==> config.mk <==
export PLATFORM = sky130hd
export DESIGN_NAME = util_scaler_agc
export DESIGN_NICKNAME = d
export VERILOG_FILES = /design/src/rtl/util_scaler_pkg.sv /design/src/rtl/util_sat_counter.sv /design/src/rtl/util_scaler_agc.sv
export SDC_FILE = /design/constraint.sdc
export NUM_CORES = 1
export LEC_CHECK = 0
export ABC_AREA = 1
export CAP_MARGIN = 10
export CORE_UTILIZATION = 45
export DETAILED_ROUTE_END_ITERATION = 10
export PLACE_DENSITY = 0.65
export SLEW_MARGIN = 20
export SYNTH_ARGS = -nofsm -noshare
export SYNTH_HDL_FRONTEND = slang
export SYNTH_SLANG_ARGS = --single-unit
==> constraint.sdc <==
create_clock -name clk -period 4.3 [get_ports clk]
set_input_delay 0.86 -clock clk [delete_from_list [all_inputs] [get_ports clk]]
set_output_delay 0.86 -clock clk [all_outputs]
set_load 0.005 [all_outputs]
==> src/rtl/util_scaler_pkg.sv <==
// Shared types and widths for the block-floating-point scaler gain controller.
// Holds the FSM encoding, the monitor bundle layout and a small resolution helper.
package util_scaler_pkg;

    localparam int AGC_ADDEND_WIDTH = 6;
    localparam int EXP_W            = 6;
    localparam int RES_W            = 6;
    localparam int FLAG_W           = 2;

    localparam logic [RES_W-1:0] RES_MAX = '1;

    typedef enum logic [1:0] {
        ST_IDLE   = 2'd0,
        ST_FRAME  = 2'd1,
        ST_DECIDE = 2'd2,
        ST_HOLD   = 2'd3
    } agc_state_e;

    typedef struct packed {
        logic              valid;
        logic              sop;
        logic              eop;
        logic [FLAG_W-1:0] ovf;
        logic [FLAG_W-1:0] unf;
        logic [RES_W-1:0]  res;
    } mon_t;

    function automatic logic [RES_W-1:0] res_min_f(input logic [RES_W-1:0] a,
                                                   input logic [RES_W-1:0] b);
        return (b < a) ? b : a;
    endfunction

endpackage

==> src/rtl/util_sat_counter.sv <==
// Saturating up-counter: clear wins over increment, clear+inc restarts at 1.
// Latency: count visible the cycle after inc; no backpressure, holds at all-ones.
module util_sat_counter #(
    parameter int WIDTH = 16
) (
    input  logic             clk,
    input  logic             rst,
    input  logic             clr,
    input  logic             inc,
    output logic [WIDTH-1:0] cnt
);

    logic [WIDTH-1:0] cnt_q;
    logic [WIDTH-1:0] cnt_d;

    always_comb begin
        cnt_d = cnt_q;
        if (clr) begin
            cnt_d = {{(WIDTH-1){1'b0}}, inc};
        end else if (inc && !(&cnt_q)) begin
            cnt_d = cnt_q + {{(WIDTH-1){1'b0}}, 1'b1};
        end
    end

    always_ff @(posedge clk or posedge rst) begin
        if (rst) begin
            cnt_q <= '0;
        end else begin
            cnt_q <= cnt_d;
        end
    end

    assign cnt = cnt_q;

endmodule

==> src/rtl/util_scaler_agc.sv <==
// Frame-rate AGC: steps the scaler exponent addend by one at frame ends to keep output in window.
// Latency: addend/addend_update registered, visible two cycles after the eop sample; no backpressure.
// UTIL_SCALER_AGC_STATS_EN adds saturating frame/step/error statistics outputs.
module util_scaler_agc
    import util_scaler_pkg::*;
#(
    parameter int ADDEND_WIDTH = AGC_ADDEND_WIDTH,
    parameter int ADDEND_INIT  = 0,
    parameter int ADDEND_MIN   = -4,
    parameter int ADDEND_MAX   = 8,
    parameter int CNT_WIDTH    = 16
) (
    input  logic                    clk,
    input  logic                    rst,
    input  logic                    cfg_enable,
    input  logic [CNT_WIDTH-1:0]    cfg_ovf_thresh,
    input  logic [RES_W-1:0]        cfg_res_target,
    input  logic [3:0]              cfg_hold_frames,
    input  logic                    mon_valid,
    input  logic                    mon_sop,
    input  logic                    mon_eop,
    input  logic [FLAG_W-1:0]       mon_overflow,
    input  logic [FLAG_W-1:0]       mon_underflow,
    input  logic [RES_W-1:0]        mon_resolution,
    output logic [ADDEND_WIDTH-1:0] addend,
    output logic                    addend_update,
    output logic                    frame_err,
    output logic [1:0]              state_dbg
`ifdef UTIL_SCALER_AGC_STATS_EN
    ,
    output logic [31:0]             stat_frames,
    output logic [15:0]             stat_steps_up,
    output logic [15:0]             stat_steps_down,
    output logic [15:0]             stat_frame_errs
`endif
);

    localparam logic signed [ADDEND_WIDTH-1:0] A_INIT = ADDEND_INIT[ADDEND_WIDTH-1:0];
    localparam logic signed [ADDEND_WIDTH-1:0] A_MIN  = ADDEND_MIN[ADDEND_WIDTH-1:0];
    localparam logic signed [ADDEND_WIDTH-1:0] A_MAX  = ADDEND_MAX[ADDEND_WIDTH-1:0];
    localparam logic [ADDEND_WIDTH-1:0]        A_ONE  = {{(ADDEND_WIDTH-1){1'b0}}, 1'b1};

    mon_t mon;
    assign mon = '{valid: mon_valid, sop: mon_sop, eop: mon_eop,
                   ovf: mon_overflow, unf: mon_underflow, res: mon_resolution};

    agc_state_e                      state_q;
    logic signed [ADDEND_WIDTH-1:0]  addend_q;
    logic                            addend_update_q;
    logic                            frame_err_q;
    logic                            enable_q;
    logic [RES_W-1:0]                res_min_q;
    logic [3:0]                      hold_q;

    logic                 v_sop, v_eop;
    logic                 cnt_clr, cnt_inc, ovf_inc;
    logic [CNT_WIDTH-1:0] ovf_cnt, sample_cnt;
    logic                 want_up, want_dn, do_up, do_dn;

    assign v_sop = mon.valid & mon.sop;
    assign v_eop = mon.valid & mon.eop;

    // Counters clear outside FRAME; the frame-opening sample loads them to 1 via clr+inc.
    always_comb begin
        cnt_clr = 1'b1;
        cnt_inc = 1'b0;
        case (state_q)
            ST_IDLE:  cnt_inc = v_sop;
            ST_FRAME: begin
                cnt_clr = v_sop;
                cnt_inc = mon.valid;
            end
            default: ;
        endcase
        if (!cfg_enable) begin
            cnt_clr = 1'b1;
            cnt_inc = 1'b0;
        end
        ovf_inc = cnt_inc & (|mon.ovf);
    end

    util_sat_counter #(.WIDTH(CNT_WIDTH)) u_ovf_cnt (
        .clk(clk), .rst(rst), .clr(cnt_clr), .inc(ovf_inc), .cnt(ovf_cnt)
    );

    util_sat_counter #(.WIDTH(CNT_WIDTH)) u_sample_cnt (
        .clk(clk), .rst(rst), .clr(cnt_clr), .inc(cnt_inc), .cnt(sample_cnt)
    );

    // Overflow and resolution tests are exclusive because they disagree on ovf_cnt==0.
    assign want_up = (ovf_cnt != '0) && (ovf_cnt >= cfg_ovf_thresh);
    assign want_dn = (ovf_cnt == '0) && (res_min_q < cfg_res_target);
    assign do_up   = (state_q == ST_DECIDE) && want_up && (addend_q < A_MAX);
    assign do_dn   = (state_q == ST_DECIDE) && want_dn && (addend_q > A_MIN);

    always_ff @(posedge clk or posedge rst) begin
        if (rst) begin
            state_q         <= ST_IDLE;
            addend_q        <= A_INIT;
            addend_update_q <= 1'b0;
            frame_err_q     <= 1'b0;
            enable_q        <= 1'b0;
            res_min_q       <= RES_MAX;
            hold_q          <= '0;
        end else begin
            addend_update_q <= 1'b0;
            frame_err_q     <= 1'b0;
            enable_q        <= cfg_enable;
            if (!cfg_enable) begin
                state_q   <= ST_IDLE;
                res_min_q <= RES_MAX;
                hold_q    <= '0;
            end else begin
                if (!enable_q) begin
                    addend_q <= A_INIT;
                end
                case (state_q)
                    ST_IDLE: begin
                        res_min_q <= RES_MAX;
                        if (v_sop) begin
                            res_min_q <= mon.res;
                            state_q   <= v_eop ? ST_DECIDE : ST_FRAME;
                        end else if (v_eop) begin
                            frame_err_q <= 1'b1;
                        end
                    end
                    ST_FRAME: begin
                        if (mon.valid) begin
                            if (mon.sop) begin
                                frame_err_q <= 1'b1;
                                res_min_q   <= mon.res;
                            end else begin
                                res_min_q <= res_min_f(res_min_q, mon.res);
                            end
                            if (mon.eop) begin
                                state_q <= ST_DECIDE;
                            end
                        end
                    end
                    ST_DECIDE: begin
                        res_min_q <= RES_MAX;
                        if (do_up || do_dn) begin
                            addend_q        <= do_up ? addend_q + A_ONE : addend_q - A_ONE;
                            addend_update_q <= 1'b1;
                            hold_q          <= cfg_hold_frames;
                            state_q         <= ST_HOLD;
                        end else begin
                            state_q <= ST_IDLE;
                        end
                    end
                    default: begin
                        if (hold_q == '0) begin
                            state_q <= ST_IDLE;
                        end else if (v_eop) begin
                            hold_q <= hold_q - 4'd1;
                        end
                    end
                endcase
            end
        end
    end

    assign addend        = addend_q;
    assign addend_update = addend_update_q;
    assign frame_err     = frame_err_q;
    assign state_dbg     = state_q;

    logic unused_mon;
    assign unused_mon = ^{mon.unf, sample_cnt};

`ifdef UTIL_SCALER_AGC_STATS_EN
    util_sat_counter #(.WIDTH(32)) u_stat_frames (
        .clk(clk), .rst(rst), .clr(1'b0), .inc(state_q == ST_DECIDE), .cnt(stat_frames)
    );
    util_sat_counter #(.WIDTH(16)) u_stat_up (
        .clk(clk), .rst(rst), .clr(1'b0), .inc(do_up), .cnt(stat_steps_up)
    );
    util_sat_counter #(.WIDTH(16)) u_stat_dn (
        .clk(clk), .rst(rst), .clr(1'b0), .inc(do_dn), .cnt(stat_steps_down)
    );
    util_sat_counter #(.WIDTH(16)) u_stat_err (
        .clk(clk), .rst(rst), .clr(1'b0), .inc(frame_err_q), .cnt(stat_frame_errs)
    );
`endif

endmodule

======== After elaboration in Yosys (flattened, before gate mapping) ========
Cells that the tools add are included.
storage, ports and cells
  register bits ........................... 37
  latch bits .............................. 0
  memory bits (writable) .................. 0
  memory bits (read-only) ................. 0
  output and inout bits ................... 10
  memories ................................ 0
operators by class
  add/sub/neg operators ................... 4
  multiply operators ...................... 0
  divide/modulo/power cells ............... 0
  magnitude comparators ................... 5
  eq/ne operators ......................... 12
  shifts and indexed selects .............. 0
  mux-type cells .......................... 38
  bitwise operators ....................... 3
  reduce and logical (&&, ||, !) cells .... 20
operators with widths
  kind                                                         count
  two-way mux 6 bit                                            9
  two-way mux 16 bit                                           2
  case mux 6 bit (3 select lines)                              1
  adder 16 x 1 -> 16 bit (second input constant)               1
  greater-or-equal comparator 16 bit                           1
  zero test 16 bit                                             1
  two-way mux 4 bit                                            4
  AND reduction 16 bit                                         1
  nonzero test 16 bit                                          1
  two-way mux 2 bit                                            7
  less-than comparator 6 bit                                   2
  != test 3 bit (second input constant)                        4
  two-way mux 1 bit                                            11
  case mux 4 bit (2 select lines)                              1
  AND reduction 4 bit                                          2
  logical AND 1 bit                                            7
  adder 6 x 1 -> 6 bit (second input constant)                 1
  > comparator 6 x 3 -> 1 bit (second input constant)          1
  less-than comparator 6 x 5 -> 1 bit (second input constant)  1
  case mux 2 bit (3 select lines)                              1
  subtractor 6 x 1 -> 6 bit (second input constant)            1
  != test 5 x 1 -> 1 bit (second input constant)               1
  zero test 4 bit                                              1
  != test 4 x 1 -> 1 bit (second input constant)               1
  other kinds (15)                                             19

======== Longest topological paths before layout ========
Gate-level depths: netlist (run 1).
  depth in word-level cells ............... 8
  mapped depth ............................ 22
  depth with buffers taken out ............ 22

======== Hierarchy ========
Synthesis (run 1) repeated with hierarchy kept, for this count alone.
unflattened totals
  cell total of the unflattened synthesis .. 490
  area, all modules ....................... 3395.8 sq um
by module, submodules not included
  module            instances  cells each  area an instance (sq um)  seq. area each (sq um)
  util_scaler_agc   1          339         2359.8                    533.0
  util_sat_counter  1          151         1036.0                    400.4

======== Worst setup path after synthesis (run 1) ========
OpenSTA, ideal clock, no wires.
  kind .................................... input to register
  start ................................... input cfg_ovf_thresh[11]
  end ..................................... register addend_q[5], in the netlist addend[5]
  setup time .............................. 0.076 ns
  data arrival time ....................... 2.829 ns
  path slack .............................. 1.395 ns
  stages on the path ...................... 18
  buffers on the path ..................... 0
  cell sequence ........................... inv_1 -> ha_1 -> nand2_1 -> inv_1 -> nand3_1 -> nor3_2 -> nand2_1 -> nand3_2 -> nand2_2 -> ha_1 -> a21o_1 -> nand2_1 -> nand3_1 -> xor2_1 -> inv_1 -> nand2_1 -> nand2_1 -> o21ai_1
on the way
  longest elaborated chain between the ends .. 7
  elaborated cells on any way between the ends .. 8
ends and longest elaborated chain
  what                                                          line                                            text
  start: declaration                                            util_scaler_agc.sv:16                           input logic [CNT_WIDTH-1:0] cfg_ovf_thresh,
  greater-or-equal comparator 16 bit *                          util_scaler_agc.sv:91                           assign want_up = (ovf_cnt != '0) && (ovf_cnt >= cfg_ovf_thresh);
  logical AND 1 bit *                                           util_scaler_agc.sv:91
  logical AND 1 bit * (2 in a row)                              util_scaler_agc.sv:93                           assign do_up = (state_q == ST_DECIDE) && want_up && (addend_q < A_MAX);
  two-way mux 6 bit / logical OR 1 bit (equally long branches)  util_scaler_agc.sv:143, util_scaler_agc.sv:142
  two-way mux 6 bit *                                           util_scaler_agc.sv:142                          if (do_up || do_dn) begin
  two-way mux 6 bit *                                           util_scaler_agc.sv:117                          case (state_q)
  end signal: assignment                                        util_scaler_agc.sv:143                          addend_q <= do_up ? addend_q + A_ONE : addend_q - A_ONE;
  end: declaration                                              util_scaler_agc.sv:48                           logic signed [ADDEND_WIDTH-1:0] addend_q;
Mark *: on every way between the ends. The rest lies on a longest branch, timed or not.
A chain may end at the register's enable or synchronous reset.

======== Worst setup path after layout (run 1) ========
  start ................................... input cfg_ovf_thresh[3]
  end ..................................... register addend_q[5], in the netlist addend[5]
Same word-level chain as after synthesis.

==> results of run 1 <==
==> report_power, final <==
group / total [µW] / switching, µW / leakage [µW] / internal, µW
Clock: 234 / 118 / 0.0000395 / 115
Sequential: 500 / 68.9 / 0.000490 / 431
Combinational: 790 / 442 / 0.00137 / 347
Total: 1520 / 630 / 0.00190 / 893
==> synthesized netlist by cell type <==
| master | instances |
|---|---|
| a21boi_0 | 1 |
| a21o_1 | 2 |
| a21oi_1 | 25 |
| a21oi_2 | 1 |
| a31oi_1 | 2 |
| buf_2 | 1 |
| buf_4 | 2 |
| buf_6 | 1 |
| clkbuf_8 | 1 |
| clkinv_2 | 1 |
| dfrtp_1 | 31 |
| dfstp_2 | 6 |
| fa_1 | 1 |
| ha_1 | 38 |
| inv_1 | 58 |
| inv_2 | 11 |
| inv_6 | 1 |
| nand2_1 | 84 |
| nand2_2 | 9 |
| nand2_4 | 2 |
| nand3_1 | 24 |
| nand3_2 | 6 |
| nand4_1 | 14 |
| nand4_2 | 1 |
| nor2_1 | 37 |
| nor2_4 | 3 |
| nor3_1 | 5 |
| nor3_2 | 4 |
| nor3_4 | 2 |
| nor4_1 | 1 |
| o211ai_1 | 3 |
| o21a_1 | 3 |
| o21ai_0 | 24 |
| o21ai_1 | 10 |
| o21bai_1 | 1 |
| o221ai_1 | 1 |
| o22ai_1 | 1 |
| xnor2_1 | 2 |
| xor2_1 | 7 |
==> critical path, stage by stage <==
cell,delay (ps)
clkdlybuf4s50_1,450
inv_1,40
ha_1,280
nand2_1,50
inv_1,60
nand3_1,100
nor3_1,240
nand2_1,100
nand3_2,100
nand2_2,160
ha_1,400
a21o_1,210
nand2_1,50
nand3_1,80
xor2_1,180
inv_1,60
nand2_1,60
nand2_1,60
o21ai_1,130
==> area by class of cell <==
cell class	instances	area, µm²	area share, %
clock buffers	8	80.1	2.09
inverters	71	273	7.11
multi-input cells	314	1930	50.4
flip-flops and latches	37	933	24.3
well taps	96	120	3.13
repair buffers	50	498	13.0
==> kinds of logic after synthesis <==
kind of cell | synth area share (%)
xor+xnor | 2.48
compound gates | 12.8
fa+ha+maj | 15.6
simple gates | 29.9
buf+inv | 9.98
flops | 29.3
==> state kept, by name, summed over array words and instances (netlist names) <==
signal and cells:
addend 6, addend_update 1, enable_q 1, frame_err 1, hold_q 4, res_min_q 6
state_dbg 2, u_ovf_cnt.cnt 16
==> worst max path at each step <==
stage / cells after the start / slack, ps / endpoint / startpoint
floorplan: 18 / 1390 / addend[5] / cfg_ovf_thresh[11]
global placement: 19 / 550 / addend[5] / cfg_ovf_thresh[3]
detailed placement: 19 / 500 / addend[5] / cfg_ovf_thresh[3]
CTS: 19 / 780 / addend[5] / cfg_ovf_thresh[3]
global route: 19 / 500 / addend[5] / cfg_ovf_thresh[3]
finish: 19 / 810 / addend[5] / cfg_ovf_thresh[3]
==> per-layer routing <==
layer  GRT usage, %  wire length [µm]  vias up  share of wire (%)
met2           34.7              3320       73                 48
met5              0                 0        -                  0
met1           27.6              3290     1339                 47
met4           4.24                37        0               0.53
li1               -                 -     1515                  -
met3           3.18               286        4                4.1
==> metrics by stage <==
step           utilization [%]  power [µW]
3_3_place_gp              55.0        1280
5_1_grt                   56.2        1690
6_report                  56.2        1520
3_5_place_dp              55.0        1290
4_1_cts                   56.2        1540
2_1_floorplan                -        1070
==> impl_metrics.ini, run 1 <==
[synthesis]
ys_warn_count = 0
yosysSeqAreaShare_pct = 29.3
cell_type_with_the_highest_aggregate_area_in_the_netlist = dfrtp_1
syn_area_per_cell_um2 = 7.45
synthDistinctLibCells = 39
synth_fp_nets = 508
synth_seq_cells = 37
synth_area_um2 = 3180
synth_cells = 427
synth_largest_type_area_fraction_pct = 24.4
top_cells_by_area_synth = dfrtp_1, ha_1, nand2_1

[timing]
rsz_0062_raised_after_global_routing = false
period_share_pct = 81.1
finalSetupTns_ps = 0
slew_viol_final = 0
tightestPinTransition_ps = 831
skew_ps = 4.27
endpoints_failing_hold = 0
report.final.setup_viol = 0
fmaxAchievable_mhz = 287
postLayoutSetupSlackWorst_ps = 811
finalHoldWorstSlack_ps = 495
slew_headroom_pct = 44.4
final.min_clock_period_ps = 3490

[hold_path]
worst_hold_path.num_cells = 2
holdPathEnd = res_min_q[1]
holdCritPathClass = flip-flop to flip-flop
hold_path.startpoint = res_min_q[1]

[cells_and_area]
final_cell_mix = nand2_1, inv_1, clkdlybuf4s50_1
fill_cells = 684
final_common_cell = nand2_1
stdcell_area_um2 = 3840
final-instance-count-excl-fill = 576
n_antenna_cell = 0
area_growth_synth_to_finish_pct = 20.5
finish.net_count = 560
share_of_layout_cells_above_drive_strength_1_pct = 11.0

[flow_run]
max_cap_violations = 0

[routing]
firstDrtPassIters = 7
number_of_remaining_drc_errors = 2
detail_route.wirelength_mm = 6.94
routed_wire_length_per_instance_um = 12.0
first_iter_violations = 181
detail_route.vias_per_cell = 5.09
antenna_violating_nets_post_route = 0
routed-via-count = 2931

[outcome]
run_status = complete, but fails checks
failed_checks = design-rule violations

[die]
floorplan.initialDensity_pct = 46.6
core.rowCount = 30
die_area_um2 = 7410
io_pins = 52
die_w_um = 86.1
height_of_the_die_um = 86.1
placeableCoreArea_um2 = 6830

[setup_path]
cp_max_fo = 9
criticalPathCategory = input pin to flip-flop
worst_r2r_startpoint = u_ovf_cnt.cnt[3]
cp_data_required_time_ps = 4510
rrSetupSlack_ps = 1420
critical_path.startpoint_type = input pin
cp.arrival_ps = 3700
timing.reg2reg.worst_path_depth = 17
endpoint_kind = flip-flop
r2r-end = addend[5]

[placed_design]
placedCellCount = 568
hpwlAfterDp_mm = 5.43
globalplace.congestion = 0.902
dpl-instance-area_um2 = 3760
buffer_ports.inserted = 49
post-place-ws_ps = 504

[clocking]
cts_hold_repair.buffers = 0
clock-root-buffer = clkbuf_8
cts.repair.resized = 0
clock_sinks = 37
clock_latency_ps = 290
cts_max_level = 2
cts_made_buffers = 5
clk_transition_reported_paths_ps = 70
postCtsSetupRepairBufs = 0
clock_path_buffers = 2
cts_tree = done

[global_route]
grt-ovfl-total = 0
largest_net_degree_at_the_start_of_global_routing = 38
grt_antenna_before_repair = 0
gr-usage-all-layers_pct = 20.5
wire_length_of_the_first_global_routing_pass_mm = 12.1
grt_pass1_vias = 2732

[power]
worst_ir_drop_vdd_v = 0.000248
p_per_area_nw_per_um2 = 397
p_leak_uw = 0.00190
(Power assumes the default switching activity.)
==> run 2, diff against run 1 <==
==> constraint.sdc (replaced) <==
create_clock -name clk -period 3.35 [get_ports clk]
set_input_delay 0.67 -clock clk [delete_from_list [all_inputs] [get_ports clk]]
set_output_delay 0.67 -clock clk [all_outputs]
set_load 0.005 [all_outputs]
==> run 2 against run 1 <==
The run now ends clean. Wire length rose by 1.9%. Register-to-register slack worse by 710 ps. Flip-flop and latch count is the same. Sequential share of layout area decreased by 0.68 points. Critical path depth stayed put. Core utilization up 1.6 points. Total power grew 34%. Via count is 0.55% higher. Final cell count increased by 1.4%. Non-clock buffer count rose by 8. Global-route usage down 0.070 points. Largest power group unchanged.
==> impl_metrics.ini, run 2 (synthesized netlist as in run 1, its figures left out) <==
[outcome]
run_status = complete, no violations

[cells_and_area]
final-instance-count-excl-fill = 584
largest_register_ff_count = 16
area_growth_synth_to_finish_pct = 24.0
share_of_layout_cells_above_drive_strength_1_pct = 13.5
final_cell_mix = nand2_1, inv_1, clkdlybuf4s50_1
n_antenna_cell = 0
final_common_cell = nand2_1
finish.net_count = 568
fill_cells = 660

[timing]
final.min_clock_period_ps = 3060
slew_viol_final = 0
tightestPinTransition_ps = 496
fmaxAchievable_mhz = 327
report.final.setup_viol = 0
endpoints_failing_hold = 0
period_share_pct = 91.3
slew_headroom_pct = 67.0
finalHoldWorstSlack_ps = 489
skew_ps = 9.72

[clocking]
cts_tree = done
cts_max_level = 2
clock_path_buffers = 2
clk_transition_reported_paths_ps = 70
clock_latency_ps = 290
clock_sinks = 37
cts_made_buffers = 5
cts_hold_repair.buffers = 0
clock-root-buffer = clkbuf_8

[power]
power_switching_share_pct = 40.7
p_leak_uw = 0.00196
comb_power_share_pct = 52.2
p_clk_share_pct = 16.3
p_per_area_nw_per_um2 = 517
p_int_uw = 1210
switching_power_uw = 830
sequentialPowerShare_pct = 31.5
worst_ir_drop_vdd_v = 0.000281

[flow_run]
max_cap_violations = 0

[routing]
detail_route.vias_per_cell = 5.05
first_iter_violations = 133
routed-via-count = 2947
antenna_violating_nets_post_route = 0
routed_wire_length_per_instance_um = 12.1
firstDrtPassIters = 4
number_of_remaining_drc_errors = 0
detail_route.wirelength_mm = 7.07

[setup_path]
timing.reg2reg.worst_path_depth = 17
criticalPathCategory = input pin to flip-flop
cp_max_fo = 5
r2r-end = addend[5]
rrSetupSlack_ps = 710
cp.arrival_ps = 3240
worst_r2r_startpoint = u_ovf_cnt.cnt[3]
endpoint_kind = flip-flop
critical_path.startpoint_type = input pin
cp_data_required_time_ps = 3530

[hold_path]
holdPathEnd = res_min_q[2]
holdCritPathClass = flip-flop to flip-flop
worst_hold_path.num_cells = 2
hold_path.startpoint = res_min_q[2]

[die]
floorplan.initialDensity_pct = 46.6
core.rowCount = 30
height_of_the_die_um = 86.1
die_area_um2 = 7410
die_w_um = 86.1
io_pins = 52
placeableCoreArea_um2 = 6830

[placed_design]
hpwlAfterDp_mm = 5.62
globalplace.congestion = 0.918
placedCellCount = 576
buffer_ports.inserted = 49

[global_route]
grt_pass1_vias = 2737
grt-ovfl-total = 0
wire_length_of_the_first_global_routing_pass_mm = 12.2
gr-usage-all-layers_pct = 20.4
grt_antenna_before_repair = 0
largest_net_degree_at_the_start_of_global_routing = 38
## run 2: cell count changes in the layout (fill, tap and decap cells not counted)
cell and change:
ha_1 -2, clkbuf_8 +1, ha_4 +2, nand2_4 +1, nand3_1 -1, clkbuf_1 -1, nor3_2 +1, nor3_1 -1
buf_4 +8, nand3_2 +1, nand2_2 -1
## run 2: worst max-delay path by stage
stage | startpoint | end | slack [ps] | cells past startpoint
after global placement | cfg_ovf_thresh[3] | addend[5] | -60 | 19
after detailed placement | cfg_ovf_thresh[3] | addend[5] | -110 | 18
after global routing | cfg_ovf_thresh[3] | addend[5] | -20 | 20
final | cfg_ovf_thresh[3] | addend[5] | 290 | 19
after floorplan | cfg_ovf_thresh[11] | addend[5] | 630 | 18
after CTS | cfg_ovf_thresh[3] | addend[5] | 190 | 18
## run 2: per-layer routing
metal	GRT usage, %	share of wire (%)	vias to the layer above
met4	4.55	0.86	0
met2	34.3	47	54
li1	-	-	1530
met1	27.7	48	1357
met3	2.98	4.1	6
met5	0	0	-
## run 2: worst max-delay path: stages
cell and delay [ps]:
clkdlybuf4s50_1 450, inv_1 40, ha_1 290, nand2_1 50, inv_1 70, nand3_2 90, nor3_2 200, nand2_1 90
nand3_2 110, nand2_4 90, buf_4 160, ha_1 170, a21o_1 160, nand2_1 50, nand3_1 80, xor2_1 210
nand3_1 100, nand2_1 80, o21ai_1 50
## run 2: what timing repair did
action,4_1_cts,5_1_grt
setup endpoints to repair,0,1
setup buffers,0,0
resized for setup,0,5
## run 2: through the flow
| step | setup TNS, ps | worst slack (ps) | utilization, % | area (µm²) | power [µW] |
|---|---|---|---|---|---|
| after floorplan | 0 | 635 | - | 3180 | 1370 |
| after global placement | -55.2 | -55.2 | 55.9 | 3820 | 1670 |
| after detailed placement | -115 | -115 | 55.9 | 3820 | 1700 |
| after CTS | 0 | 190 | 57.2 | 3910 | 2040 |
| after global routing | -18.4 | -18.4 | 57.8 | 3950 | 2250 |
| final | 0 | 291 | 57.8 | 3950 | 2040 |
## run 2: power groups by stage
stage / Sequential (µW) / Combinational [µW] / Clock (µW)
4_1_cts: 638 / 1060 / 343
2_1_floorplan: 630 / 742 / 0
6_report: 643 / 1060 / 332
3_5_place_dp: 647 / 1050 / 0
3_3_place_gp: 645 / 1030 / 0
5_1_grt: 657 / 1230 / 357
## run 2: cell type report
type | count | area [µm²] | area share, %
multi-input combinational | 314 | 1970 | 50.0
tap | 96 | 120 | 3.04
inverter | 71 | 273 | 6.91
sequential | 37 | 933 | 23.7
timing repair buffer | 58 | 558 | 14.1
clock buffer | 8 | 90.1 | 2.28
